`src/rtl/sram_arb_pkg.sv`:
```
// Shared SRAM access definitions: FSM state encodings, strobe-to-capture delay,
// default bus widths and the two-port round-robin pick.
package sram_arb_pkg;

    localparam int ADDR_W_DEF       = 20;
    localparam int DATA_W_DEF       = 8;
    localparam int SRAM_CAPTURE_DLY = 2;

    typedef enum logic [1:0] {
        ST_IDLE  = 2'd0,
        ST_ISSUE = 2'd1,
        ST_HOLD  = 2'd2,
        ST_DONE  = 2'd3
    } state_t;

    typedef enum logic {
        PORT_A = 1'b0,
        PORT_B = 1'b1
    } port_t;

    // On a tie the port that was not served last wins.
    function automatic port_t rr_pick(input logic a_elig, input logic b_elig, input port_t last);
        if (a_elig && b_elig) begin
            return (last == PORT_B) ? PORT_A : PORT_B;
        end
        return a_elig ? PORT_A : PORT_B;
    endfunction

endpackage

```
`src/rtl/sram_arb.sv`:
```
// Two-port round-robin sequencer for the SRAM strobe controller; grant-to-ack 4 cycles.
// Requests are level-held until a one-cycle ack; the just-acked port is masked for that cycle.
module sram_arb
    import sram_arb_pkg::*;
#(
    parameter int ADDR_W = ADDR_W_DEF,
    parameter int DATA_W = DATA_W_DEF
) (
    input  logic              iClk,
    input  logic              iRstN,
    input  logic              iAReq,
    input  logic              iAWr,
    input  logic [ADDR_W-1:0] iAAddr,
    input  logic [DATA_W-1:0] iAWData,
    output logic              oAAck,
    output logic [DATA_W-1:0] oARData,
    input  logic              iBReq,
    input  logic              iBWr,
    input  logic [ADDR_W-1:0] iBAddr,
    input  logic [DATA_W-1:0] iBWData,
    output logic              oBAck,
    output logic [DATA_W-1:0] oBRData,
    output logic              oRd,
    output logic              oWr,
    output logic [ADDR_W-1:0] oAddr,
    output logic [DATA_W-1:0] oWData,
    input  logic [DATA_W-1:0] iRData
);

    // HOLD lasts until the controller's capture edge, SRAM_CAPTURE_DLY edges after the strobe.
    localparam logic [1:0] CNT_INIT = 2'(SRAM_CAPTURE_DLY - 2);

    state_t      r_state;
    port_t       r_port;
    port_t       r_last;
    logic        r_wr;
    logic [1:0]  r_cnt;

    state_t              w_state_nxt;
    logic                w_grant;
    port_t               w_gnt_port;
    logic                w_gnt_wr;
    logic [ADDR_W-1:0]   w_gnt_addr;
    logic [DATA_W-1:0]   w_gnt_wdata;
    logic                w_a_elig;
    logic                w_b_elig;

    always_comb begin
        w_state_nxt = r_state;
        w_grant     = 1'b0;
        w_a_elig    = iAReq & ~oAAck;
        w_b_elig    = iBReq & ~oBAck;
        w_gnt_port  = rr_pick(w_a_elig, w_b_elig, r_last);
        w_gnt_wr    = (w_gnt_port == PORT_A) ? iAWr    : iBWr;
        w_gnt_addr  = (w_gnt_port == PORT_A) ? iAAddr  : iBAddr;
        w_gnt_wdata = (w_gnt_port == PORT_A) ? iAWData : iBWData;
        case (r_state)
            ST_IDLE: begin
                if (w_a_elig || w_b_elig) begin
                    w_grant     = 1'b1;
                    w_state_nxt = ST_ISSUE;
                end
            end
            ST_ISSUE: w_state_nxt = ST_HOLD;
            ST_HOLD:  if (r_cnt == 2'd0) w_state_nxt = ST_DONE;
            ST_DONE:  w_state_nxt = ST_IDLE;
            default:  w_state_nxt = ST_IDLE;
        endcase
    end

    always_ff @(posedge iClk) begin
        if (!iRstN) begin
            r_state <= ST_IDLE;
            r_port  <= PORT_A;
            r_last  <= PORT_B;
            r_wr    <= 1'b0;
            r_cnt   <= 2'd0;
            oRd     <= 1'b0;
            oWr     <= 1'b0;
            oAAck   <= 1'b0;
            oBAck   <= 1'b0;
            oAddr   <= '0;
            oWData  <= '0;
            oARData <= '0;
            oBRData <= '0;
        end else begin
            r_state <= w_state_nxt;
            oRd     <= w_grant & ~w_gnt_wr;
            oWr     <= w_grant &  w_gnt_wr;
            oAAck   <= 1'b0;
            oBAck   <= 1'b0;
            if (w_grant) begin
                oAddr  <= w_gnt_addr;
                oWData <= w_gnt_wdata;
                r_wr   <= w_gnt_wr;
                r_port <= w_gnt_port;
            end
            if (r_state == ST_ISSUE) begin
                r_cnt <= CNT_INIT;
            end else if (r_state == ST_HOLD && r_cnt != 2'd0) begin
                r_cnt <= r_cnt - 2'd1;
            end
            if (r_state == ST_DONE) begin
                if (!r_wr && r_port == PORT_A) oARData <= iRData;
                if (!r_wr && r_port == PORT_B) oBRData <= iRData;
                oAAck  <= (r_port == PORT_A);
                oBAck  <= (r_port == PORT_B);
                r_last <= r_port;
            end
        end
    end

endmodule

```
`config.mk`:
```
export PLATFORM = sky130hd
export DESIGN_NAME = sram_arb
export DESIGN_NICKNAME = d
export VERILOG_FILES = /design/src/rtl/sram_arb_pkg.sv /design/src/rtl/sram_arb.sv
export SDC_FILE = /design/constraint.sdc
export NUM_CORES = 1
export LEC_CHECK = 0
export ABC_AREA = 1
export ABC_CLOCK_PERIOD_IN_PS = 1200
export CORE_UTILIZATION = 38
export CTS_CLUSTER_SIZE = 8
export DETAILED_ROUTE_END_ITERATION = 10
export PLACE_DENSITY = 0.78
export SLEW_MARGIN = 5
export SYNTH_ARGS = -nofsm -noshare
export SYNTH_HDL_FRONTEND = slang
export SYNTH_SLANG_ARGS = --single-unit
```
`constraint.sdc`:
```
create_clock -name iClk -period 1.2 [get_ports iClk]
set_input_delay 0.36 -clock iClk [delete_from_list [all_inputs] [get_ports iClk]]
set_output_delay 0.36 -clock iClk [all_outputs]
set_load 0.02 [all_outputs]
```
== Word-level counts from Yosys, hierarchy flattened ==
Index checks and enable logic that the tools add are counted.

* Add/sub/neg operators: 1
* Eq/ne operators: 5
* Muxes and demuxes: 13
* Bitwise gates (word level): 9
* Reduce and logical (&&, ||, !) cells: 14

{| class="wikitable"
|+ Operators with widths
! operator !! number
|-
| 2-to-1 mux 20 bit || 1
|-
| 2-to-1 mux 1 bit || 8
|-
| 2-to-1 mux 8 bit || 1
|-
| one-hot mux 2 bit (4 select lines) || 1
|-
| AND reduction 2 bit || 4
|-
| NOT 1 bit || 5
|-
| bitwise AND 1 bit || 4
|-
| == test 2 bit (second input constant) || 2
|-
| logical AND 1 bit || 4
|-
| logical NOT 2 bit || 2
|-
| 2-to-1 mux 2 bit || 2
|-
| inequality test 2 bit (second input constant) || 2
|-
| == test 2 x 1 -> 1 bit (second input constant) || 1
|-
| nonzero test 2 bit || 1
|-
| OR reduction 2 bit || 1
|-
| subtractor 2 x 1 -> 2 bit (second input constant) || 1
|-
| logical NOT 1 bit || 1
|-
| logical OR 1 bit || 1
|}

* Flip-flop bits (word level): 55
* Output and inout bits: 48
* Word-level logic and storage cells: 55

== Logic depth before layout (Yosys ltp) ==
Gate-level depths: netlist (run 1).

* Depth in word-level cells: 8
* Mapped depth: 9

== Worst setup path before layout (run 1) ==
No wires, ideal clock.

* Path type: reg2reg
* From: reg r_state[0]
* To: reg oAddr[2]
* Library setup time: 0.112 ns
* Arrival time: 1.161 ns
* Required time: 1.088 ns
* Slack: -0.072 ns
* Cell stages (with the launch flop): 10
* Buffers on the path: 2
* Period minus slack after synthesis: 1.272 ns
* Cells stage by stage: dfxtp_1 > inv_1 > ha_1 > inv_1 > a21oi_2 > buf_6 > buf_6 > nand2_1 > nor2_1 > nor2_1

* Longest elaborated chain between the ends: 2

{| class="wikitable"
|+ RTL lines
! what !! RTL line !! RTL
|-
| from (decl) || sram_arb.sv:33 || <nowiki>state_t r_state;</nowiki>
|-
| from (signal assigned) || sram_arb.sv:87 || <nowiki>r_state <= w_state_nxt;</nowiki>
|-
| logical NOT 2 bit || sram_arb.sv:57 || <nowiki>case (r_state)</nowiki>
|-
| 2-to-1 mux 1 bit || sram_arb.sv:57 ||
|-
| to (signal assigned) || sram_arb.sv:93 || <nowiki>oAddr <= w_gnt_addr;</nowiki>
|-
| to (decl) || sram_arb.sv:25 || <nowiki>output logic [ADDR_W-1:0] oAddr,</nowiki>
|}

Every way passes these cells.
A chain may end at the register's enable or synchronous reset.

== Final worst setup path (run 1) ==
* From: reg r_state[1]
* To: reg oAddr[4]

The elaborated chain is that of the path after synthesis.

==> results.py, run 1 <==
metrics = {
    "place": {
        "dp_slack_ns": -0.527,
        "dp_hpwl_um": 5420,
        "dp.cells": 619,
        "placed_cell_area_sq_mm": 0.00411,
        "port_buffers": 117,
        "gp_congestion": 0.795,
    },
    "global_routing": {
        "grtUsageTotal_pct": 24.8,
        "antenna_found_initial": 0,
        "grt_max_degree": 27,
        "grt_pass1_vias": 3037,
        "gr-total-overflow": 0,
        "grt_pass1_wl_um": 14500,
    },
    "worst_setup_path": {
        "crit_type": "register to register",
        "crit_path_end_kind": "register",
        "required_ns": 1.42,
        "reg2reg_to": "oAddr[4]",
        "r2r-start": "r_state[1]",
        "r2r_cells": 9,
        "reg2reg_setup_slack_ns": -0.25,
        "crit_arrival_ns": 1.67,
        "startpoint_type": "register",
        "crit_fanout": 7,
    },
    "sta": {
        "setup_ws_ns": -0.246,
        "fin_crit_ns": 1.45,
        "setup_viol": 49,
        "fmax_ghz": 0.692,
        "rsz0062_at_grt": "yes",
        "finalHoldViolCount": 0,
        "min_period_over_period_pct": 121,
        "finalSetupTns_ns": -5.44,
        "clock_skew_ns": 0.0108,
        "relSlewSlack_pct": 80.2,
        "tightest_slew_ns": 0.296,
        "slew_violations": 0,
    },
    "clock_tree": {
        "ctsHtreeMaxLevel": 2,
        "worstSkewPairLatency_ns": 0.32,
        "cts_tree": "built",
        "clk_pin_slew_ns": 0.11,
        "cts_buffers": 5,
        "clockRootBuffer": "clkbuf_8",
        "clockBufferDepth": 2,
        "cts.sinks": 55,
    },
    "yosys": {
        "syn_avg_cell_area_sq_um": 6.74,
        "syn-num-nets": 486,
        "yosys.area.top_type_share_pct": 39.8,
        "yosys-top-cells-area": "dfxtp_1 40%, nand2_1 13%, nor2_1 13%, inv_1 5.8%, nand3_1 5.6%",
        "synth_area_sq_mm": 0.00277,
        "synth_area_leader_cell": "dfxtp_1",
        "yosysUniqueCellTypes": 26,
        "ys_seq_elements": 55,
        "seq_area_frac_synth_pct": 39.8,
        "yosys_warnings": 0,
        "synthCells": 411,
    },
    "die": {
        "ios": 118,
        "die_w_um": 87.4,
        "start_util_pct": 40.1,
        "rows": 30,
        "core_area_sq_mm": 0.00691,
        "fp.dieArea_sq_mm": 0.00763,
        "die_h_um": 87.4,
    },
    "power_and_ir_drop": {
        "peakVddDrop_mv": 0.990,
        "power_leakage_nw": 2.22,
        "finalPower_mw": 9.07,
        "power_density_mw_per_mm2": 1900,
    },
    "routing": {
        "drtAntennaViolNets": 0,
        "drc": 0,
        "avgRoutedWirePerCell_um": 14.8,
        "routed_wl_um": 9530,
        "firstDrtPassIters": 4,
        "viasPerCell": 4.88,
        "vias": 3150,
        "drt_iter0_markers": 196,
    },
    "outcome": {
        "status": "finished, violations left",
        "violations": "negative setup slack",
    },
    "final_layout": {
        "antennaDiodeCount": 0,
        "final_layout_size_suffix_gt1_share_pct": 37.7,
        "postLayoutCellArea_sq_mm": 0.00478,
        "layout.cells.non_filler": 645,
        "finalNetCount": 623,
        "area_delta_synth_final_pct": 72.8,
        "fill_cells": 551,
    },
    "min_path": {
        "min_path_type": "primary input to register",
        "min_to": "oAAck",
        "whs_path_depth": 3,
        "min_from": "iRstN",
    },
    "job": {
        "max_cap_violations": 0,
    },
}
[registers in the layout, summed over array words and instances (netlist names)]
register and flops:
oAddr 20, oARData 8, oBRData 8, oWData 8
r_cnt 2, r_state 2, oAAck 1, oBAck 1
oRd 1, oWr 1, r_last 1, r_port 1
r_wr 1
[worst max-delay path, cell delays in order, from the launching register on]
cell and delay (ns):
dfxtp_2 0.34, inv_2 0.07, ha_4 0.15, inv_2 0.04
a21oi_4 0.16, buf_6 0.16, buf_16 0.15, nand2_4 0.07
nor2_4 0.13, nor2_1 0.06
[layout by cell type, fill, tap and decap left out, types with 7 or more instances in the layout]
cell type        Yosys  routed
a21boi_1            13      15
inv_2                2       8
nand2_1             96      74
nor2_2               0      16
o21ai_1              0       7
nand2_2              2      14
nor2_1              96      75
clkdlybuf4s50_1      0      66
nand3_1             31      27
dfxtp_2              0      38
buf_4                1      53
buf_6                7      17
nand2_4              0      10
inv_1               43      34
dfxtp_1             55      17
a21boi_0            15      10
o21ai_0             18      10
[metrics by stage]
stage / utilization (%) / hold slack [ns]
3_5_place_dp: 59.6 / 0.453
6_report: 69.3 / 0.436
4_1_cts: 64.7 / 0.403
2_1_floorplan: - / 0.438
5_1_grt: 69.3 / 0.444
3_3_place_gp: 59.6 / 0.449
[synthesized netlist by cell type, drive strengths merged]
| library cell | count |
|---|---|
| nand3b | 1 |
| dfxtp | 55 |
| a21oi | 4 |
| buf | 18 |
| ha | 5 |
| a211oi | 1 |
| inv | 45 |
| nor2 | 97 |
| a31oi | 1 |
| or2 | 1 |
| nor3 | 2 |
| clkbuf | 5 |
| o21ai | 18 |
| nand3 | 32 |
| a21boi | 28 |
| nand2 | 98 |
[power by group]
part	internal [mW]	switching, mW	leakage [nW]
Combinational	2.41	2.84	1.71
Sequential	2.39	0.306	0.467
Clock	0.432	0.687	0.0491
[worst max path at each step]
stage	from	end
final	r_state[1]	oAddr[4]
after global routing	r_state[1]	oAddr[4]
after CTS	r_state[0]	oAddr[8]
after detailed placement	iBReq	oAddr[9]
after global placement	iBReq	oAddr[9]
after floorplan	r_state[1]	oAddr[2]
[layer usage]
| layer | global-route usage [%] | share of wire, % | routed length [um] |
|---|---|---|---|
| met1 | 28.9 | 39 | 3730 |
| met3 | 4.36 | 6.2 | 586 |
| met5 | 0 | 0 | 0 |
| met2 | 44.7 | 51 | 4830 |
| met4 | 9.84 | 3.9 | 376 |
[cell type report]
type	count	area [sq um]	share of cell area, %
Multi-Input combinational cell	288	1650	34.5
Timing Repair Buffer	153	1590	33.2
Sequential cell	55	1150	24.0
Inverter	45	179	3.74
Tap cell	96	120	2.51
Clock buffer	5	68.8	1.44
Clock inverter	3	26.3	0.549
[what timing repair did]
action / in CTS / in global routing
hold buffers: 0 / 0
setup buffers: 9 / 3
gates cloned: 8 / 0
pin swaps: 15 / 29
setup endpoints to repair: 97 / 100
resized for setup: 279 / 127
[cell families (layout without fill, tap and decap cells)]
family	after synthesis	count (layout)	share of synthesized area, %
AO/OA/AOI/OAI	52	52	12.2
buffers and inverters	68	206	11.7
flip-flops	55	55	39.8
adder cells (fa/ha/maj)	5	5	2.26
AND/OR/NAND/NOR	231	231	34.1
No activity file was read; power rests on OpenSTA's default activity.
==> run 2: changes to the inputs <==
--- a/config.mk
+++ b/config.mk
@@ -11,6 +11,7 @@
 export CTS_CLUSTER_SIZE = 8
 export DETAILED_ROUTE_END_ITERATION = 10
 export PLACE_DENSITY = 0.78
+export SKIP_LAST_GASP = 1
 export SLEW_MARGIN = 5
 export SYNTH_ARGS = -nofsm -noshare
 export SYNTH_HDL_FRONTEND = slang
==> results.py, run 2 (synthesis results as in run 1) <==
metrics = {
    "outcome": {
        "status": "finished, violations left",
        "violations": "negative setup slack",
    },
    "clock_tree": {
        "clockBufferDepth": 2,
        "cts_buffers": 5,
        "worstSkewPairLatency_ns": 0.33,
        "cts_tree": "built",
        "ctsHtreeMaxLevel": 2,
        "cts.sinks": 55,
        "clockRootBuffer": "clkbuf_8",
        "clk_pin_slew_ns": 0.11,
    },
    "global_routing": {
        "grt_pass1_vias": 3058,
        "grtUsageTotal_pct": 25.0,
        "grt_pass1_wl_um": 14600,
        "antenna_found_initial": 0,
        "grt_max_degree": 27,
        "gr-total-overflow": 0,
    },
    "sta": {
        "relSlewSlack_pct": 80.2,
        "clock_skew_ns": 0.0131,
        "min_period_over_period_pct": 119,
        "tightest_slew_ns": 0.296,
        "setup_ws_ns": -0.227,
        "whs_ns": 0.432,
        "slew_violations": 0,
        "fin_crit_ns": 1.43,
        "fmax_ghz": 0.701,
        "finalHoldViolCount": 0,
        "setup_viol": 52,
        "rsz0062_at_grt": "yes",
    },
    "final_layout": {
        "finalNetCount": 623,
        "layout.cells.non_filler": 645,
        "largest-register": "oAddr",
        "largest_register_ff_count": 20,
        "antennaDiodeCount": 0,
        "final_layout_size_suffix_gt1_share_pct": 35.3,
        "postLayoutCellArea_sq_mm": 0.00474,
        "final_cell_mix": "78 x nor2_1, 77 x nand2_1, 66 x clkdlybuf4s50_1, 56 x buf_4",
        "area_delta_synth_final_pct": 71.2,
        "layout_commonest_cell": "nor2_1",
    },
    "place": {
        "gp_congestion": 0.795,
        "placed_cell_area_sq_mm": 0.00411,
        "dp_hpwl_um": 5420,
        "dp.cells": 619,
        "port_buffers": 117,
    },
    "routing": {
        "drc": 0,
        "drtAntennaViolNets": 0,
        "viasPerCell": 4.88,
        "drt_iter0_markers": 202,
        "routed_wl_um": 9450,
        "firstDrtPassIters": 5,
        "vias": 3146,
        "avgRoutedWirePerCell_um": 14.6,
    },
    "die": {
        "core_area_sq_mm": 0.00691,
        "ios": 118,
        "start_util_pct": 40.1,
        "rows": 30,
        "die_h_um": 87.4,
        "fp.dieArea_sq_mm": 0.00763,
        "die_w_um": 87.4,
    },
    "worst_setup_path": {
        "required_ns": 1.42,
        "crit_path_end_kind": "register",
        "crit_type": "register to register",
        "reg2reg_to": "oAddr[7]",
        "r2r_cells": 9,
        "crit_arrival_ns": 1.64,
        "crit_fanout": 7,
        "reg2reg_setup_slack_ns": -0.23,
        "startpoint_type": "register",
        "r2r-start": "r_state[1]",
    },
    "min_path": {
        "min_to": "oAAck",
        "min_path_type": "primary input to register",
        "whs_path_depth": 3,
        "min_from": "iRstN",
    },
    "power_and_ir_drop": {
        "power_leakage_nw": 2.21,
        "power_density_mw_per_mm2": 1890,
        "peakVddDrop_mv": 0.914,
    },
    "job": {
        "max_cap_violations": 0,
    },
}
[run 2: worst max path at each step]
stage	from	to	slack (ns)
floorplan	r_state[1]	oAddr[2]	0.002
finish	r_state[1]	oAddr[7]	-0.23
global route	r_state[1]	oAddr[7]	-0.30
detailed placement	iBReq	oAddr[9]	-0.53
global placement	iBReq	oAddr[9]	-0.47
CTS	r_state[0]	oAddr[8]	-0.19
[run 2: final cells by class]
class	count	area (sq um)
clock buffer	5	68.8
clock inverter	3	26.3
fill	566	2170
inverter	45	181
multi-input combinational	288	1620
sequential	55	1140
tap	96	120
timing repair buffer	153	1580
[run 2: what timing repair did]
| action | in CTS | in global routing |
|---|---|---|
| setup buffers | 9 | 3 |
| gates resized for setup | 270 | 121 |
| pin swaps | 15 | 25 |
| setup endpoints to repair | 97 | 99 |
| hold buffers | 0 | 0 |
| cloned | 8 | 0 |
[run 2: stage by stage]
| step | setup TNS (ns) | worst slack [ns] | power (mW) | util [%] |
|---|---|---|---|---|
| 2_1_floorplan | 0 | 0.00163 | 4.99 | - |
| 3_3_place_gp | -17.99 | -0.471 | 6.51 | 59.6 |
| 3_5_place_dp | -19.67 | -0.527 | 6.62 | 59.6 |
| 4_1_cts | -4.43 | -0.185 | 8.38 | 64.7 |
| 5_1_grt | -9.08 | -0.302 | 9.57 | 68.6 |
| 6_report | -5.77 | -0.227 | 8.97 | 68.6 |
[run 2: critical path: stages, from the launching register on]
cell     delay [ns]
dfxtp_2        0.35
inv_2          0.08
ha_4           0.16
inv_2          0.05
a21oi_4        0.15
buf_6          0.15
buf_8          0.12
nand2_1        0.07
nor2_1         0.13
nor2_1         0.05
[run 2: metal layers]
| layer | vias up | part of all wire (%) | global-route usage [%] |
|---|---|---|---|
| met5 | - | 0 | 0 |
| met4 | 0 | 3.5 | 12.2 |
| met3 | 29 | 5.9 | 4.64 |
| met2 | 130 | 51 | 43.8 |
| met1 | 1440 | 40 | 29.2 |
| li1 | 1547 | - | - |
[run 2: power breakdown]
part           leakage, nW  internal [mW]  switching, mW
clock network       0.0491          0.431          0.683
registers            0.465           2.39          0.309
logic                 1.70           2.37           2.80
==> run 3: changes to the inputs <==
--- a/config.mk
+++ b/config.mk
@@ -7,6 +7,7 @@
 export LEC_CHECK = 0
 export ABC_AREA = 1
 export ABC_CLOCK_PERIOD_IN_PS = 1200
+export CORE_ASPECT_RATIO = 0.75
 export CORE_UTILIZATION = 38
 export CTS_CLUSTER_SIZE = 8
 export DETAILED_ROUTE_END_ITERATION = 10
==> results.py, run 3 (synthesis results as in run 1) <==
metrics = {
    "final_layout": {
        "fill_cells": 630,
        "largest-register": "oAddr",
        "largest_register_ff_count": 20,
        "antennaDiodeCount": 0,
        "final_layout_size_suffix_gt1_share_pct": 26.6,
        "final_cell_mix": "83 x nor2_1, 81 x nand2_1, 66 x clkdlybuf4s50_1, 47 x dfxtp_1, 40 x buf_4",
        "area_delta_synth_final_pct": 57.3,
        "layout.cells.non_filler": 643,
        "finalNetCount": 621,
        "layout_commonest_cell": "nor2_1",
    },
    "routing": {
        "drt_iter0_markers": 95,
        "viasPerCell": 4.59,
        "avgRoutedWirePerCell_um": 12.8,
        "drtAntennaViolNets": 0,
        "vias": 2953,
        "routed_wl_um": 8240,
        "firstDrtPassIters": 4,
        "drc": 0,
    },
    "place": {
        "dp.cells": 623,
        "dp_hpwl_um": 5440,
        "gp_congestion": 0.804,
        "port_buffers": 117,
    },
    "sta": {
        "tightest_slew_ns": 0.286,
        "relSlewSlack_pct": 80.9,
        "setup_viol": 34,
        "fin_crit_ns": 1.35,
        "rsz0062_at_grt": "yes",
        "slew_violations": 0,
        "fmax_ghz": 0.742,
        "setup_ws_ns": -0.147,
        "clock_skew_ns": 0.00950,
        "min_period_over_period_pct": 112,
        "finalHoldViolCount": 0,
    },
    "die": {
        "ios": 118,
        "die_w_um": 101,
        "fp.dieArea_sq_mm": 0.00764,
        "die_h_um": 75.9,
        "rows": 26,
        "core_area_sq_mm": 0.00693,
        "start_util_pct": 40.0,
    },
    "global_routing": {
        "antenna_found_initial": 0,
        "grt_pass1_vias": 2618,
        "grt_pass1_wl_um": 12300,
        "gr-total-overflow": 0,
        "grt_max_degree": 47,
        "grtUsageTotal_pct": 20.1,
    },
    "worst_setup_path": {
        "crit_type": "register to register",
        "crit_path_end_kind": "register",
        "crit_fanout": 7,
        "startpoint_type": "register",
        "required_ns": 1.39,
        "crit_arrival_ns": 1.54,
    },
    "clock_tree": {
        "ctsHtreeMaxLevel": 2,
        "cts.sinks": 55,
        "worstSkewPairLatency_ns": 0.30,
        "clockBufferDepth": 2,
        "cts_tree": "built",
        "cts_buffers": 5,
        "ctsHoldBuffers": 0,
        "clk_pin_slew_ns": 0.09,
        "clockRootBuffer": "clkbuf_8",
    },
    "power_and_ir_drop": {
        "power_leakage_nw": 2.09,
        "peakVddDrop_mv": 0.882,
        "finalPower_mw": 8.18,
        "power_density_mw_per_mm2": 1880,
    },
    "min_path": {
        "min_path_type": "primary input to register",
    },
    "job": {
        "max_cap_violations": 0,
    },
    "outcome": {
        "violations": "negative setup slack",
        "status": "finished, violations left",
    },
}
run 3: cell types whose count changed in the layout (fill, tap and decap cells not counted), moves of 9 or more:
cell and delta:
buf_2 +26, buf_4 -16, dfxtp_2 -26, buf_6 -9, dfxtp_1 +26
run 3: power by group:
group / switching (mW) / leakage, nW / internal, mW
Sequential: 0.299 / 0.454 / 2.34
Combinational: 2.52 / 1.60 / 2.08
Clock: 0.548 / 0.0371 / 0.391
run 3: cell type report:
cell class                      instances  area (sq um)  share of cell area [%]
Multi-Input combinational cell        288          1500                    34.4
Clock buffer                            6          72.6                    1.67
Sequential cell                        55          1110                    25.5
Inverter                               45           176                    4.05
Timing Repair Buffer                  151          1380                    31.6
Tap cell                               98           123                    2.81
run 3: per-stage QoR:
step | setup slack [ns] | area, sq um | utilization (%) | setup TNS (ns) | hold WS, ns
floorplan | 0.00163 | 2790 | - | 0 | 0.438
global placement | -0.468 | 4120 | 59.4 | -18.12 | 0.447
detailed placement | -0.498 | 4120 | 59.4 | -19.41 | 0.469
CTS | -0.121 | 4110 | 59.3 | -2.70 | 0.399
global route | -0.212 | 4360 | 62.9 | -6.95 | 0.432
finish | -0.147 | 4360 | 62.9 | -3.34 | 0.410
run 3: worst paths after layout:
path,slack [ns],end,depth (start not counted),from
min reg2reg,0.48,r_cnt[0],2,r_cnt[0]
max,-0.15,oAddr[16],9,r_state[1]
max reg2reg,-0.15,oAddr[16],9,r_state[1]
min,0.41,oAAck,3,iRstN
run 3: timing repair:
item                                    4_1_cts  5_1_grt
endpoints found under the hold margin         0        0
buffers inserted                              6        3
endpoints found under the setup margin       97       75
pin swaps                                     6       26
gates resized for setup                     215       75
gates cloned                                  2        4
run 3: per-layer routing:
layer | global-route usage [%] | wire, um | vias up
li1 | - | - | 1533
met1 | 26.5 | 3790 | 1317
met2 | 33.2 | 3860 | 97
met3 | 4.15 | 489 | 6
met4 | 5.36 | 90 | 0
met5 | 0 | 0 | -
run 3: worst max-delay path, stage by stage (launching register included):
cell,delay (ns)
dfxtp_2,0.35
inv_2,0.08
ha_4,0.17
inv_4,0.04
a21oi_4,0.14
buf_12,0.14
buf_12,0.13
nand2_2,0.06
nor2_2,0.10
nor2_1,0.04
